[src/rtl/random_cell_gen.sv]
// random_cell_gen
//   Picks a random grid-aligned pixel coordinate inside the playfield on
//   request. A free-running 16-bit Galois LFSR supplies candidate column/row
//   indices. Out-of-range candidates are discarded. In-range candidates are
//   offered to the snake-body occupancy logic, and the generator retries
//   until a free cell is found or MAX_TRIES attempts have been used.
//
// Ports
//   clk, rst          system clock, asynchronous active-high reset
//   seed_load, seed   reload the LFSR (a zero seed is replaced by DEF_SEED)
//   req               request a new coordinate (only accepted when idle)
//   busy              high while an attempt is in progress (DRAW/CHECK)
//   valid             one-cycle pulse when x/y have been updated
//   fail              qualifies valid: attempts exhausted without a free cell
//   x, y              pixel coordinate (col*CELL, row*CELL), held between pulses
//   occ_col, occ_row  candidate cell presented to the occupancy logic
//   occ_hit           combinational reply from the occupancy logic
module random_cell_gen #(
    parameter int          GRID_W    = 640,
    parameter int          GRID_H    = 480,
    parameter int          CELL      = 10,
    parameter int          CB        = 6,
    parameter int          MAX_TRIES = 16,
    parameter logic [15:0] DEF_SEED  = 16'hACE1
) (
    input  logic          clk,
    input  logic          rst,
    input  logic          seed_load,
    input  logic [15:0]   seed,
    input  logic          req,
    output logic          busy,
    output logic          valid,
    output logic          fail,
    output logic [9:0]    x,
    output logic [8:0]    y,
    output logic [CB-1:0] occ_col,
    output logic [CB-1:0] occ_row,
    input  logic          occ_hit
);

    localparam logic [CB:0] COLS_L = (CB+1)'(GRID_W / CELL);
    localparam logic [CB:0] ROWS_L = (CB+1)'(GRID_H / CELL);
    localparam logic [7:0]  MAX_T  = 8'(MAX_TRIES);
    localparam logic [9:0]  CELL_X = 10'(CELL);
    localparam logic [8:0]  CELL_Y = 9'(CELL);

    typedef enum logic [1:0] {S_IDLE, S_DRAW, S_CHECK, S_DONE} state_t;

    state_t        r_state, w_state_nxt;
    logic [15:0]   r_lfsr, w_lfsr_step;
    logic [7:0]    r_tries, w_tries_nxt, w_tries_inc;
    logic [9:0]    r_x, w_x_nxt, w_x_cand;
    logic [8:0]    r_y, w_y_nxt, w_y_cand;
    logic          r_fail, w_fail_nxt;
    logic          r_drawn, w_drawn_nxt;
    logic [CB-1:0] r_occ_col, w_occ_col_nxt;
    logic [CB-1:0] r_occ_row, w_occ_row_nxt;
    logic [CB-1:0] w_col, w_row;
    logic          w_in_range;

    // Galois right shift, taps x^16+x^14+x^13+x^11+1
    assign w_lfsr_step = {1'b0, r_lfsr[15:1]} ^ (r_lfsr[0] ? 16'hB400 : 16'h0000);

    always_ff @(posedge clk or posedge rst) begin
        if (rst)
            r_lfsr <= DEF_SEED;
        else if (seed_load)
            r_lfsr <= (seed == 16'h0000) ? DEF_SEED : seed;
        else
            r_lfsr <= w_lfsr_step;
    end

    assign w_col       = r_lfsr[CB-1:0];
    assign w_row       = r_lfsr[CB+7:8];
    assign w_in_range  = ({1'b0, w_col} < COLS_L) && ({1'b0, w_row} < ROWS_L);
    assign w_tries_inc = r_tries + 8'd1;
    assign w_x_cand    = 10'(r_occ_col) * CELL_X;
    assign w_y_cand    = 9'(r_occ_row) * CELL_Y;

    always_ff @(posedge clk or posedge rst) begin
        if (rst) begin
            r_state   <= S_IDLE;
            r_tries   <= '0;
            r_x       <= '0;
            r_y       <= '0;
            r_fail    <= 1'b0;
            r_drawn   <= 1'b0;
            r_occ_col <= '0;
            r_occ_row <= '0;
        end else begin
            r_state   <= w_state_nxt;
            r_tries   <= w_tries_nxt;
            r_x       <= w_x_nxt;
            r_y       <= w_y_nxt;
            r_fail    <= w_fail_nxt;
            r_drawn   <= w_drawn_nxt;
            r_occ_col <= w_occ_col_nxt;
            r_occ_row <= w_occ_row_nxt;
        end
    end

    always_comb begin
        w_state_nxt   = r_state;
        w_tries_nxt   = r_tries;
        w_x_nxt       = r_x;
        w_y_nxt       = r_y;
        w_fail_nxt    = r_fail;
        w_drawn_nxt   = r_drawn;
        w_occ_col_nxt = r_occ_col;
        w_occ_row_nxt = r_occ_row;
        case (r_state)
            S_IDLE: begin
                if (req) begin
                    w_state_nxt = S_DRAW;
                    w_tries_nxt = '0;
                    w_drawn_nxt = 1'b0;
                end
            end
            S_DRAW: begin
                w_tries_nxt = w_tries_inc;
                if (w_in_range) begin
                    w_occ_col_nxt = w_col;
                    w_occ_row_nxt = w_row;
                    w_drawn_nxt   = 1'b1;
                    w_state_nxt   = S_CHECK;
                end else if (w_tries_inc >= MAX_T) begin
                    // Giving up on a rejected draw: report the last in-range
                    // candidate of this request if there was one, else hold x/y.
                    w_state_nxt = S_DONE;
                    w_fail_nxt  = 1'b1;
                    if (r_drawn) begin
                        w_x_nxt = w_x_cand;
                        w_y_nxt = w_y_cand;
                    end
                end
            end
            S_CHECK: begin
                if (!occ_hit) begin
                    w_x_nxt     = w_x_cand;
                    w_y_nxt     = w_y_cand;
                    w_fail_nxt  = 1'b0;
                    w_state_nxt = S_DONE;
                end else if (r_tries < MAX_T) begin
                    w_state_nxt = S_DRAW;
                end else begin
                    w_x_nxt     = w_x_cand;
                    w_y_nxt     = w_y_cand;
                    w_fail_nxt  = 1'b1;
                    w_state_nxt = S_DONE;
                end
            end
            S_DONE: begin
                w_state_nxt = S_IDLE;
            end
            default: begin
                w_state_nxt = S_IDLE;
            end
        endcase
    end

    assign busy    = (r_state == S_DRAW) || (r_state == S_CHECK);
    assign valid   = (r_state == S_DONE);
    assign fail    = valid & r_fail;
    assign x       = r_x;
    assign y       = r_y;
    assign occ_col = r_occ_col;
    assign occ_row = r_occ_row;

endmodule

[config.mk]
export PLATFORM = sky130hd
export DESIGN_NAME = random_cell_gen
export DESIGN_NICKNAME = d
export VERILOG_FILES = /design/src/rtl/random_cell_gen.sv
export SDC_FILE = /design/constraint.sdc
export NUM_CORES = 1
export LEC_CHECK = 0
export BUFFER_PORTS_ARGS = -buffer_cell sky130_fd_sc_hd__buf_2
export CAP_MARGIN = 15
export CORE_ASPECT_RATIO = 1.4
export CORE_MARGIN = 8
export CORE_UTILIZATION = 50
export DETAILED_ROUTE_END_ITERATION = 10
export PLACE_DENSITY = 0.77
export SLEW_MARGIN = 20
export SYNTH_ARGS = -nofsm -noshare
export SYNTH_HDL_FRONTEND = slang
export SYNTH_SLANG_ARGS = --single-unit
[constraint.sdc]
create_clock -name clk -period 2 [get_ports clk]
set_input_delay 0.4 -clock clk [delete_from_list [all_inputs] [get_ports clk]]
set_output_delay 0.4 -clock clk [all_outputs]
set_load 0.005 [all_outputs]
=== Word level (Yosys, flattened, before mapping) ===
Cells that the tools add are included.
W data, S select, Z words.

* Reduce and logical (&&, ||, !) cells: 11
* Order comparisons: 3
* Add/sub/neg operators: 1
* Bitwise logic cells: 2
* Equal/unequal tests: 10
* Multiplexer cells: 31
* $mul: 2

{| class="wikitable"
|+ Operator list
! kind !! count
|-
| $mux W10 || 5
|-
| $mux W16 || 3
|-
| $mux W9 || 5
|-
| $pmux W10 S2 || 1
|-
| $pmux W9 S2 || 1
|-
| $logic_not A16 Y1 || 1
|-
| $pmux W8 S2 || 1
|-
| $xor A15 B16 Y16 || 1
|-
| $mux W2 || 5
|-
| $ne A2 B2 Y1 const B || 5
|-
| $mul A6 B3 Y9 const B || 1
|-
| $add A8 B1 Y8 const B || 1
|-
| $ge A8 B5 Y1 const B || 1
|-
| $lt A8 B5 Y1 const B || 1
|-
| $mul A6 B3 Y8 const B || 1
|-
| $mux W8 || 1
|-
| $pmux W2 S4 || 1
|-
| $lt A6 B6 Y1 const B || 1
|-
| $mux W1 || 6
|-
| $ne A3 B3 Y1 const B || 2
|-
| $reduce_and A2 Y1 || 3
|-
| $reduce_and A5 Y1 || 1
|-
| $eq A2 B2 Y1 const B || 2
|-
| $pmux W1 S2 || 2
|-
| 7 further kinds || 8
|}

* Register bits after elaboration: 59
* Input bits: 21
* Logic and storage cells: 69
* Output and inout port bits: 34

=== Depth between registers and ports, before layout ===
Gate-level depths: netlist of run 1.

* Depth in word-level cells: 5
* Gate-level depth with buffers: 8

=== Worst setup path after synthesis of run 1 ===
OpenSTA, ideal clock, no wires.

* Kind: reg-to-reg
* From: register r_state[0]
* To: register r_x[9], in the netlist x[9]
* Data required time: 1.867 ns
* Path slack: -0.051 ns
* Clock period less this slack: 2.051 ns
* Path buffers: 2
* Arrival: 1.918 ns
* Cell stages (with the launch flop): 9
* Path through: dfrtp_1 > inv_1 > ha_1 > and2_1 > a211o_1 > buf_4 > a211oi_4 > buf_6 > o32ai_1

* Word-level cells in the longest chain between the ends: 3
* Elaborated cells on any way between the ends: 9
* Those cells by class: eq/ne: 6; mux: 1; reduce/logical: 2

{| class="wikitable"
|+ RTL lines
! item !! RTL line !! source
|-
| start, declared || 49 || <nowiki>state_t r_state, w_state_nxt;</nowiki>
|-
| start signal, assigned || 91 || <nowiki>r_state <= w_state_nxt;</nowiki>
|-
| $eq A2 B2 Y1 / $eq A2 B1 Y1 (equally long branches) || 111 || <nowiki>case (r_state)</nowiki>
|-
| $ne A3 B3 Y1 (no line), or another cell as far along || -- ||
|-
| $reduce_and A5 Y1 (no line) || -- ||
|-
| end signal, assigned || 93 || <nowiki>r_x <= w_x_nxt;</nowiki>
|-
| end, declared || 52 || <nowiki>logic [9:0] r_x, w_x_nxt, w_x_cand;</nowiki>
|}

Parallel ways exist; a longest one is shown, timed or not.
A chain may end at the register's enable or synchronous reset.

=== Worst setup path after layout of run 1 ===
* From: register r_occ_col[1], in the netlist occ_col[1]
* To: register r_x[8], in the netlist x[8]

* Word-level cells in the longest chain between the ends: 5
* Elaborated cells on any way between the ends: 7
* Those cells by class: mul: 1; mux: 6

{| class="wikitable"
|+ RTL lines
! item !! RTL line !! source
|-
| start, declared || 56 || <nowiki>logic [CB-1:0] r_occ_col, w_occ_col_nxt;</nowiki>
|-
| start signal, assigned || 97 || <nowiki>r_occ_col <= w_occ_col_nxt;</nowiki>
|-
| $mul A6 B3 Y9 (*) || 77 || <nowiki>assign w_x_cand = 10'(r_occ_col) * CELL_X;</nowiki>
|-
| $mux W10 || 131 || <nowiki>if (r_drawn) begin</nowiki>
|-
| $mux W10 || 126 || <nowiki>end else if (w_tries_inc >= MAX_T) begin</nowiki>
|-
| $mux W10 || 121 || <nowiki>if (w_in_range) begin</nowiki>
|-
| $pmux W10 S2 (*) || 111 ||
|}

Mark *: on every way between the ends. The rest lies on a longest branch, timed or not. The select of a mux whose other input is x is not followed.

==> reports/summary.txt, run 1 <==
OUTCOME
------------------------------------------------------------------------------------
Status                                                                  finished, final reports clean

GRT
------------------------------------------------------------------------------------
Antenna violations before repair                                                   0
Wire length of the first global-routing pass                                12700 µm
Grt ovf                                                                            0
Via count of the first global-routing pass                                      2694
Largest net degree at the start of global routing                                 44
Combined global-route utilization of all metal layers                          17.2%

FINISH
------------------------------------------------------------------------------------
Most common library cell in the layout ignoring fill and taps                  buf_2
Count of antenna diodes in the layout                                              0
Layout fillers                                                                   463
Most frequent cells in the layout                                       buf_2, dfrtp_1, nand2_1, buf_4, mux2_2
Multi-input combinational cell area                                         1650 µm²
Combined flip-flop and latch cell area                                      1440 µm²
Nets                                                                             409
Share of final-layout standard cells stronger than drive strength 1            40.4%
Layout Cell Area excl Fill                                                  3960 µm²
Syn-to-layout area delta                                                       25.5%

CLOCK TREE
------------------------------------------------------------------------------------
Clk pin slew, worst setup/hold paths                                           80 ps
Clock root buffer                                                           clkbuf_8
H-tree depth                                                                       3
Number of CTS-inserted buffers                                                     9
Clock tree from TritonCTS                                                        yes
Maximum count of clock buffers along a single path                                 2
Worst-skew pair later-pin latency                                             360 ps
Sinks on Clock Net                                                                57

POWER
------------------------------------------------------------------------------------
Worst ir drop on vdd                                                        0.714 mV
Power per cell area                                                      1810 nW/µm²
Power, Total                                                                 7.17 mW
Static Leak                                                                  1.80 nW

WORST SETUP PATH
------------------------------------------------------------------------------------
Arrival time of data at the critical path endpoint                           2210 ps
Endpoint class of the critical path                                         register
Count of buffering cells on the critical path with inverters included              1
Family with the most delay on the worst path                             adder cells
Critical path, cell by cell                                             ha_4 -> ha_4 -> inv_2 -> fa_2 -> nand2b_4 -> a21oi_2 -> xnor2_1 -> o32ai_1
Type of the worst setup path                                              reg -> reg
Required time at the worst-slack endpoint                                    2260 ps
Startpoint Class                                                            register
Delay of the slowest critical-path stage                                      430 ps
CP max FO                                                                          2
Most frequent CP cell                                                           ha_4
Critical path's slowest cell                                                 dfrtp_1

ROUTING
------------------------------------------------------------------------------------
Post-DR vias/cell                                                               5.76
DRC violation count after routing                                                  0
DR vias                                                                         2540
Length of the first detailed-routing pass in iterations                            4
Wirelength, routed                                                           7740 µm
Antenna viol nets, final                                                           0
Average detailed-routed wire length per instance                             17.6 µm
Drt first-iter violations                                                        166

SYNTH
------------------------------------------------------------------------------------
Number of distinct library cells after synthesis                                  55
Share of synthesized registers carrying an async set or reset                   100%
Synth Instances                                                                  290
Sequential-to-total area share from yosys stat                                 45.5%
Mapped Avg Cell Area                                                        10.9 µm²
Most used DFF post-synth                                                     dfrtp_1
Flops & latches, synth                                                            57
Number of flops mapped to enable cells by yosys                                    0
Number of warning messages in the yosys log                                        0
Cell area after technology mapping                                          3160 µm²

STA
------------------------------------------------------------------------------------
Upper clock frequency limit                                                0.512 GHz
Final Cycle Share                                                              97.6%
Headroom to the max-slew limit                                                 60.4%
Final hold vios                                                                    0
Final WS setup                                                               47.5 ps
Minimum period implied by the final worst setup slack                        1950 ps
Max Clock Skew                                                               8.22 ps
Final Setup Violations                                                             0
Worst-margin pin slew                                                         590 ps
RSZ-0062 raised after global routing                                             yes
Total count of max-transition violations in the final report                       0

DIE
------------------------------------------------------------------------------------
Area of the placeable core                                                  6170 µm²
Top-level port count                                                              55
Row count                                                                         34
Starting utilization of the core area                                          51.2%
Die ar.                                                                     9150 µm²
Y dimension of the die                                                        110 µm
X dimension of the die                                                       83.2 µm

PLACE
------------------------------------------------------------------------------------
Post-placement worst setup slack                                             1.28 ps
Gpl congestion                                                                 0.877
Area of placed instances                                                    3610 µm²
Hpwl dp                                                                      5380 µm
Number of I/O port buffers                                                        52

FLOW RUN
------------------------------------------------------------------------------------
Max Cap Violations                                                                 0

HOLD PATH
------------------------------------------------------------------------------------
Min-delay worst type                                                       in -> reg

cells in the mapped netlist, types with 2 or more instances:
cell type | instances | area share, %
o32ai_1 | 8 | 2.2
o22a_1 | 8 | 2.2
o22ai_1 | 9 | 1.8
fa_1 | 2 | 1.3
xor2_1 | 5 | 1.4
dfrtp_1 | 49 | 39
nor3_1 | 2 | 0.32
nand2_1 | 39 | 4.6
and2_1 | 2 | 0.40
nor2_1 | 12 | 1.4
mux2i_1 | 4 | 1.3
clkbuf_1 | 4 | 0.48
nand3_1 | 7 | 1.1
buf_2 | 3 | 0.48
a21oi_1 | 8 | 1.3
buf_6 | 3 | 1.1
nor4_1 | 4 | 0.79
o211ai_1 | 2 | 0.48
mux2_2 | 20 | 7.1
xnor2_1 | 3 | 0.83
buf_4 | 8 | 1.9
nand4_1 | 3 | 0.59
inv_1 | 12 | 1.4
a21o_1 | 2 | 0.48
o2111ai_1 | 2 | 0.55
o31ai_1 | 2 | 0.48
ha_1 | 22 | 8.7
nand2b_1 | 3 | 0.59
o21ai_0 | 9 | 1.4
dfstp_2 | 8 | 6.7
registers in the layout, indices dropped and copies added (netlist names):
register	flops
r_lfsr	16
x	9
r_tries	8
y	8
occ_col	6
occ_row	6
r_state	2
r_drawn	1
r_fail	1
metal layers:
layer | wire length (µm) | up-vias | global-route usage, %
li1 | - | 1203 | -
met3 | 460 | 15 | 5.66
met4 | 189 | 0 | 11.6
met2 | 3950 | 71 | 28.2
met5 | 0 | - | 0
met1 | 3140 | 1251 | 18.8
worst paths after layout:
kind | from | end | slack, ps | cells past startpoint
max | occ_col[1]$_DFFE_PP0P_ | x[8]$_DFFE_PP0P_ | 50 | 8
min | seed[7] | r_lfsr[7]$_DFF_PP1_ | 270 | 2
max reg2reg | occ_col[1]$_DFFE_PP0P_ | x[8]$_DFFE_PP0P_ | 50 | 8
min reg2reg | r_lfsr[3]$_DFF_PP0_ | r_lfsr[2]$_DFF_PP0_ | 510 | 1
max in group asynchronous | rst | r_lfsr[11]$_DFF_PP1_ | 850 | 4
min in group asynchronous | rst | r_lfsr[3]$_DFF_PP0_ | 560 | 3
power breakdown:
| part | leakage, nW | internal (mW) | switching [mW] |
|---|---|---|---|
| registers | 0.685 | 1.58 | 0.337 |
| logic | 1.01 | 1.97 | 2.05 |
| clock network | 0.110 | 0.713 | 0.517 |
| total | 1.80 | 4.26 | 2.91 |
area by class of cell:
type	count	share of cell area, %
Timing Repair Buffer	80	12.9
Inverter	12	1.14
Clock inverter	7	2.59
Clock buffer	9	3.13
Tap cell	72	2.27
Multi-Input combinational cell	204	41.7
Sequential cell	57	36.2
cells by family after synthesis:
family / synth area share (%)
AOI/OAI and AO/OA: 15.8
muxes: 8.87
xor gates and xnor gates: 2.22
and+or+nand+nor: 12.1
other: 0.119
buffers and inverters: 5.35
adders and majority gates: 9.98
DFF: 45.5
per-stage QoR:
stage	TNS [ps]	util, %	std cells	hold WS [ps]
floorplan	0	-	291	467
global placement	0	58.5	421	380
detailed placement	0	58.5	421	380
CTS	-24.2	63.2	439	263
global route	-60.9	64.2	441	265
finish	0	64.2	441	271
worst reg2reg max path, stage by stage, from the launching register on:
cell and delay, ps:
dfrtp_1 430, ha_4 300, ha_4 140, inv_2 40, fa_2 340, nand2b_4 150
a21oi_2 130, xnor2_1 80, o32ai_1 240
what timing repair did:
| item | CTS | global route |
|---|---|---|
| endpoints found under the setup margin | 1 | 5 |
| endpoints found under the hold margin | 4 | 0 |
| pin swaps | 6 | 9 |
| gates resized for setup | 9 | 9 |
| setup buffers | 1 | 2 |
| hold buffers | 1 | 0 |
No activity file was read; power rests on OpenSTA's default activity.
==> inputs of run 2 (changes only) <==
Settings changed: ABC_AREA set to 1, PLACE_DENSITY 0.77 to 0.75.
Clock period 2 ns to 2.5 ns, I/O delays scaled along.
==> reports/summary.txt, run 2 <==
CLOCK TREE
-----------------------------------------------------------------------------------------------------
Sinks on Clock Net                                                                                 57
Clock root buffer                                                                            clkbuf_8
Worst-skew pair later-pin latency                                                              340 ps
Number of CTS-inserted buffers                                                                      9
Resize count post-CTS                                                                               0
Clock tree from TritonCTS                                                                         yes
Maximum count of clock buffers along a single path                                                  2
H-tree depth                                                                                        3
Post-cts hold buffer count                                                                          0
Clk pin slew, worst setup/hold paths                                                            70 ps
Setup Buffers After CTS                                                                             0

WORST SETUP PATH
-----------------------------------------------------------------------------------------------------
Startpoint Class                                                                             register
Critical path, cell by cell                                                              ha_1 -> ha_1 -> inv_1 -> fa_1 -> o21ai_0 -> a21o_1 -> nand2_1 -> nand2_1 -> nand4_1 -> nand2_1
Most frequent CP cell                                                                         nand2_1
Arrival time of data at the critical path endpoint                                            2320 ps
FF-to-FF End                                                                             y[8]$_DFFE_PP0P_
CP max FO                                                                                           4
Type of the worst setup path                                                               reg -> reg
Family with the most delay on the worst path                                              adder cells
Number of cells on the worst reg-to-reg path                                                       10
Delay of the slowest critical-path stage                                                       420 ps
Required time at the worst-slack endpoint                                                     2780 ps
Count of buffering cells on the critical path with inverters included                               1
Endpoint class of the critical path                                                          register
Reg-to-reg slack, setup                                                                        460 ps
Critical path's slowest cell                                                                  dfrtp_1
FF-to-FF Start                                                                           occ_row[1]$_DFFE_PP0P_

FLOW RUN
-----------------------------------------------------------------------------------------------------
Max Cap Violations                                                                                  0

STA
-----------------------------------------------------------------------------------------------------
RSZ-0062 raised after global routing                                                               no
Upper clock frequency limit                                                                 0.490 GHz
Final WS setup                                                                                 459 ps
Final hold slack                                                                               189 ps
Total count of max-transition violations in the final report                                        0
Sum of negative setup slack                                                                      0 ps
Max Clock Skew                                                                                14.6 ps
Minimum period implied by the final worst setup slack                                         2040 ps
Final Cycle Share                                                                               81.7%
Final Setup Violations                                                                              0
Final hold vios                                                                                     0

FINISH
-----------------------------------------------------------------------------------------------------
Layout fillers                                                                                    560
Most common library cell in the layout ignoring fill and taps                                 nand2_1
Most frequent cells in the layout                                                        nand2_1, buf_2, dfrtp_1, inv_1, o21ai_0
Max FFs per register                                                                               16
Nets                                                                                              459
Register ranked first by flip-flop count                                                       r_lfsr
Count of antenna diodes in the layout                                                               0
Syn-to-layout area delta                                                                        16.5%
Share of final-layout standard cells stronger than drive strength 1                             21.7%

GRT
-----------------------------------------------------------------------------------------------------
Antenna violations before repair                                                                    0
Grt ovf                                                                                             0
Wire length of the first global-routing pass                                                 11500 µm
Combined global-route utilization of all metal layers                                           16.3%
Via count of the first global-routing pass                                                       2641
Largest net degree at the start of global routing                                                  58

DIE
-----------------------------------------------------------------------------------------------------
Area of the placeable core                                                                   6080 µm²
Row count                                                                                          34
Die ar.                                                                                      9000 µm²
Starting utilization of the core area                                                           50.9%
X dimension of the die                                                                        82.5 µm
Top-level port count                                                                               55
Y dimension of the die                                                                         109 µm

SYNTH
-----------------------------------------------------------------------------------------------------
Dominant cell type by area after synthesis                                                    dfrtp_1
Post-synthesis compound-gate area fraction                                                      9.25%
Share of synthesized registers carrying an async set or reset                                    100%
Number of distinct library cells after synthesis                                                   37
Post-synthesis share of cell area spent on full adders, half adders and majority gates          10.2%
Fraction of synthesized area in multiplexers                                                   0.364%
Number of warning messages in the yosys log                                                         0
Xor and xnor area share after synthesis                                                         1.70%
Cell area after technology mapping                                                           3100 µm²
Largest family of logic cells by synthesized area                                        simple AND/OR/NAND/NOR gates
Top cells by area in the synthesized netlist                                             dfrtp_1, nand2_1, ha_1
Number of flops mapped to enable cells by yosys                                                     0
Most instantiated library cell after synthesis                                                nand2_1
Simple-Gate Fraction of Synth Area                                                              23.3%
Sequential-to-total area share from yosys stat                                                  46.4%
Flops & latches, synth                                                                             57
Mapped Avg Cell Area                                                                         8.60 µm²
Most used DFF post-synth                                                                      dfrtp_1
Area share of the largest cell type after synthesis                                             39.6%
Synth Instances                                                                                   360
Most numerous cell types in the synthesized netlist                                      nand2_1, dfrtp_1, inv_1, o21ai_0

ROUTING
-----------------------------------------------------------------------------------------------------
DRC violation count after routing                                                                   0
Post-DR vias/cell                                                                                5.15
DR vias                                                                                          2529
Antenna viol nets, final                                                                            0
Wirelength, routed                                                                            6570 µm
Average detailed-routed wire length per instance                                              13.4 µm
Length of the first detailed-routing pass in iterations                                             4
Drt first-iter violations                                                                          90

POWER
-----------------------------------------------------------------------------------------------------
Static Leak                                                                                   1.93 nW
Power per cell area                                                                       1290 nW/µm²
Worst ir drop on vdd                                                                         0.452 mV

PLACE
-----------------------------------------------------------------------------------------------------
Hpwl dp                                                                                       4990 µm
Number of I/O port buffers                                                                         52
Gpl congestion                                                                                  0.841
Post-placement worst setup slack                                                               478 ps

OUTCOME
-----------------------------------------------------------------------------------------------------
Status                                                                                   finished, final reports clean

HOLD PATH
-----------------------------------------------------------------------------------------------------
Min-delay worst type                                                                      in -> async

run 2: where the power goes:
part	switching, mW	total, mW	leakage [nW]	internal, mW
logic	1.34	2.23	1.13	0.892
clock network	0.362	0.874	0.103	0.512
registers	0.268	1.54	0.698	1.28
total	1.97	4.65	1.93	2.68
run 2: cell families (layout without fill, tap and decap cells):
group | after synthesis | count (layout)
adder cells (fa/ha/maj) | 24 | 24
XOR/XNOR | 6 | 6
multiplexers | 1 | 1
flip-flops | 57 | 57
other | 1 | 2
AO/OA/AOI/OAI | 51 | 51
buffers and inverters | 63 | 121
AND/OR/NAND/NOR | 157 | 157
run 2: metal layers:
layer | GRT usage [%] | part of all wire [%] | up-vias
met2 | 28.4 | 52 | 51
met3 | 3.47 | 4.8 | 12
met1 | 17.6 | 41 | 1190
met4 | 9.28 | 2.4 | 0
met5 | 0 | 0 | -
li1 | - | - | 1276
run 2: worst max path at each step:
stage                                      start                endpoint  slack [ps]  cells past startpoint
after global placement    occ_row[3]$_DFFE_PP0P_        y[8]$_DFFE_PP0P_         560                     10
after CTS                 occ_row[1]$_DFFE_PP0P_        y[8]$_DFFE_PP0P_         450                     10
final                     occ_row[1]$_DFFE_PP0P_        y[8]$_DFFE_PP0P_         460                     10
after global routing      occ_row[1]$_DFFE_PP0P_        y[8]$_DFFE_PP0P_         300                     10
after detailed placement  occ_row[1]$_DFFE_PP0P_        y[8]$_DFFE_PP0P_         480                     10
after floorplan                              rst  occ_col[0]$_DFFE_PP0P_         610                      1
run 2: area by class of cell:
class | instances | area (µm²) | share of cell area (%)
inverter | 49 | 184 | 5.10
multi-input combinational | 241 | 1400 | 38.7
sequential | 57 | 1440 | 39.8
timing repair buffer | 56 | 303 | 8.39
clock inverter | 3 | 40.0 | 1.11
clock buffer | 13 | 159 | 4.41
tap | 72 | 90.1 | 2.50
run 2: worst register-to-register path, cell delays in order (launching register included):
cell	delay, ps
dfrtp_1	420
ha_1	300
ha_1	160
inv_1	50
fa_1	410
o21ai_0	250
a21o_1	150
nand2_1	40
nand2_1	50
nand4_1	80
nand2_1	80
run 2: metrics by stage:
step	util [%]	instances	power, mW	instance area [µm²]
4_1_cts	59.3	491	4.69	3610
5_1_grt	59.3	491	5.11	3610
6_report	59.3	491	4.65	3610
3_5_place_dp	56.0	475	3.81	3410
2_1_floorplan	-	361	3.16	3100
3_3_place_gp	56.0	475	3.70	3410
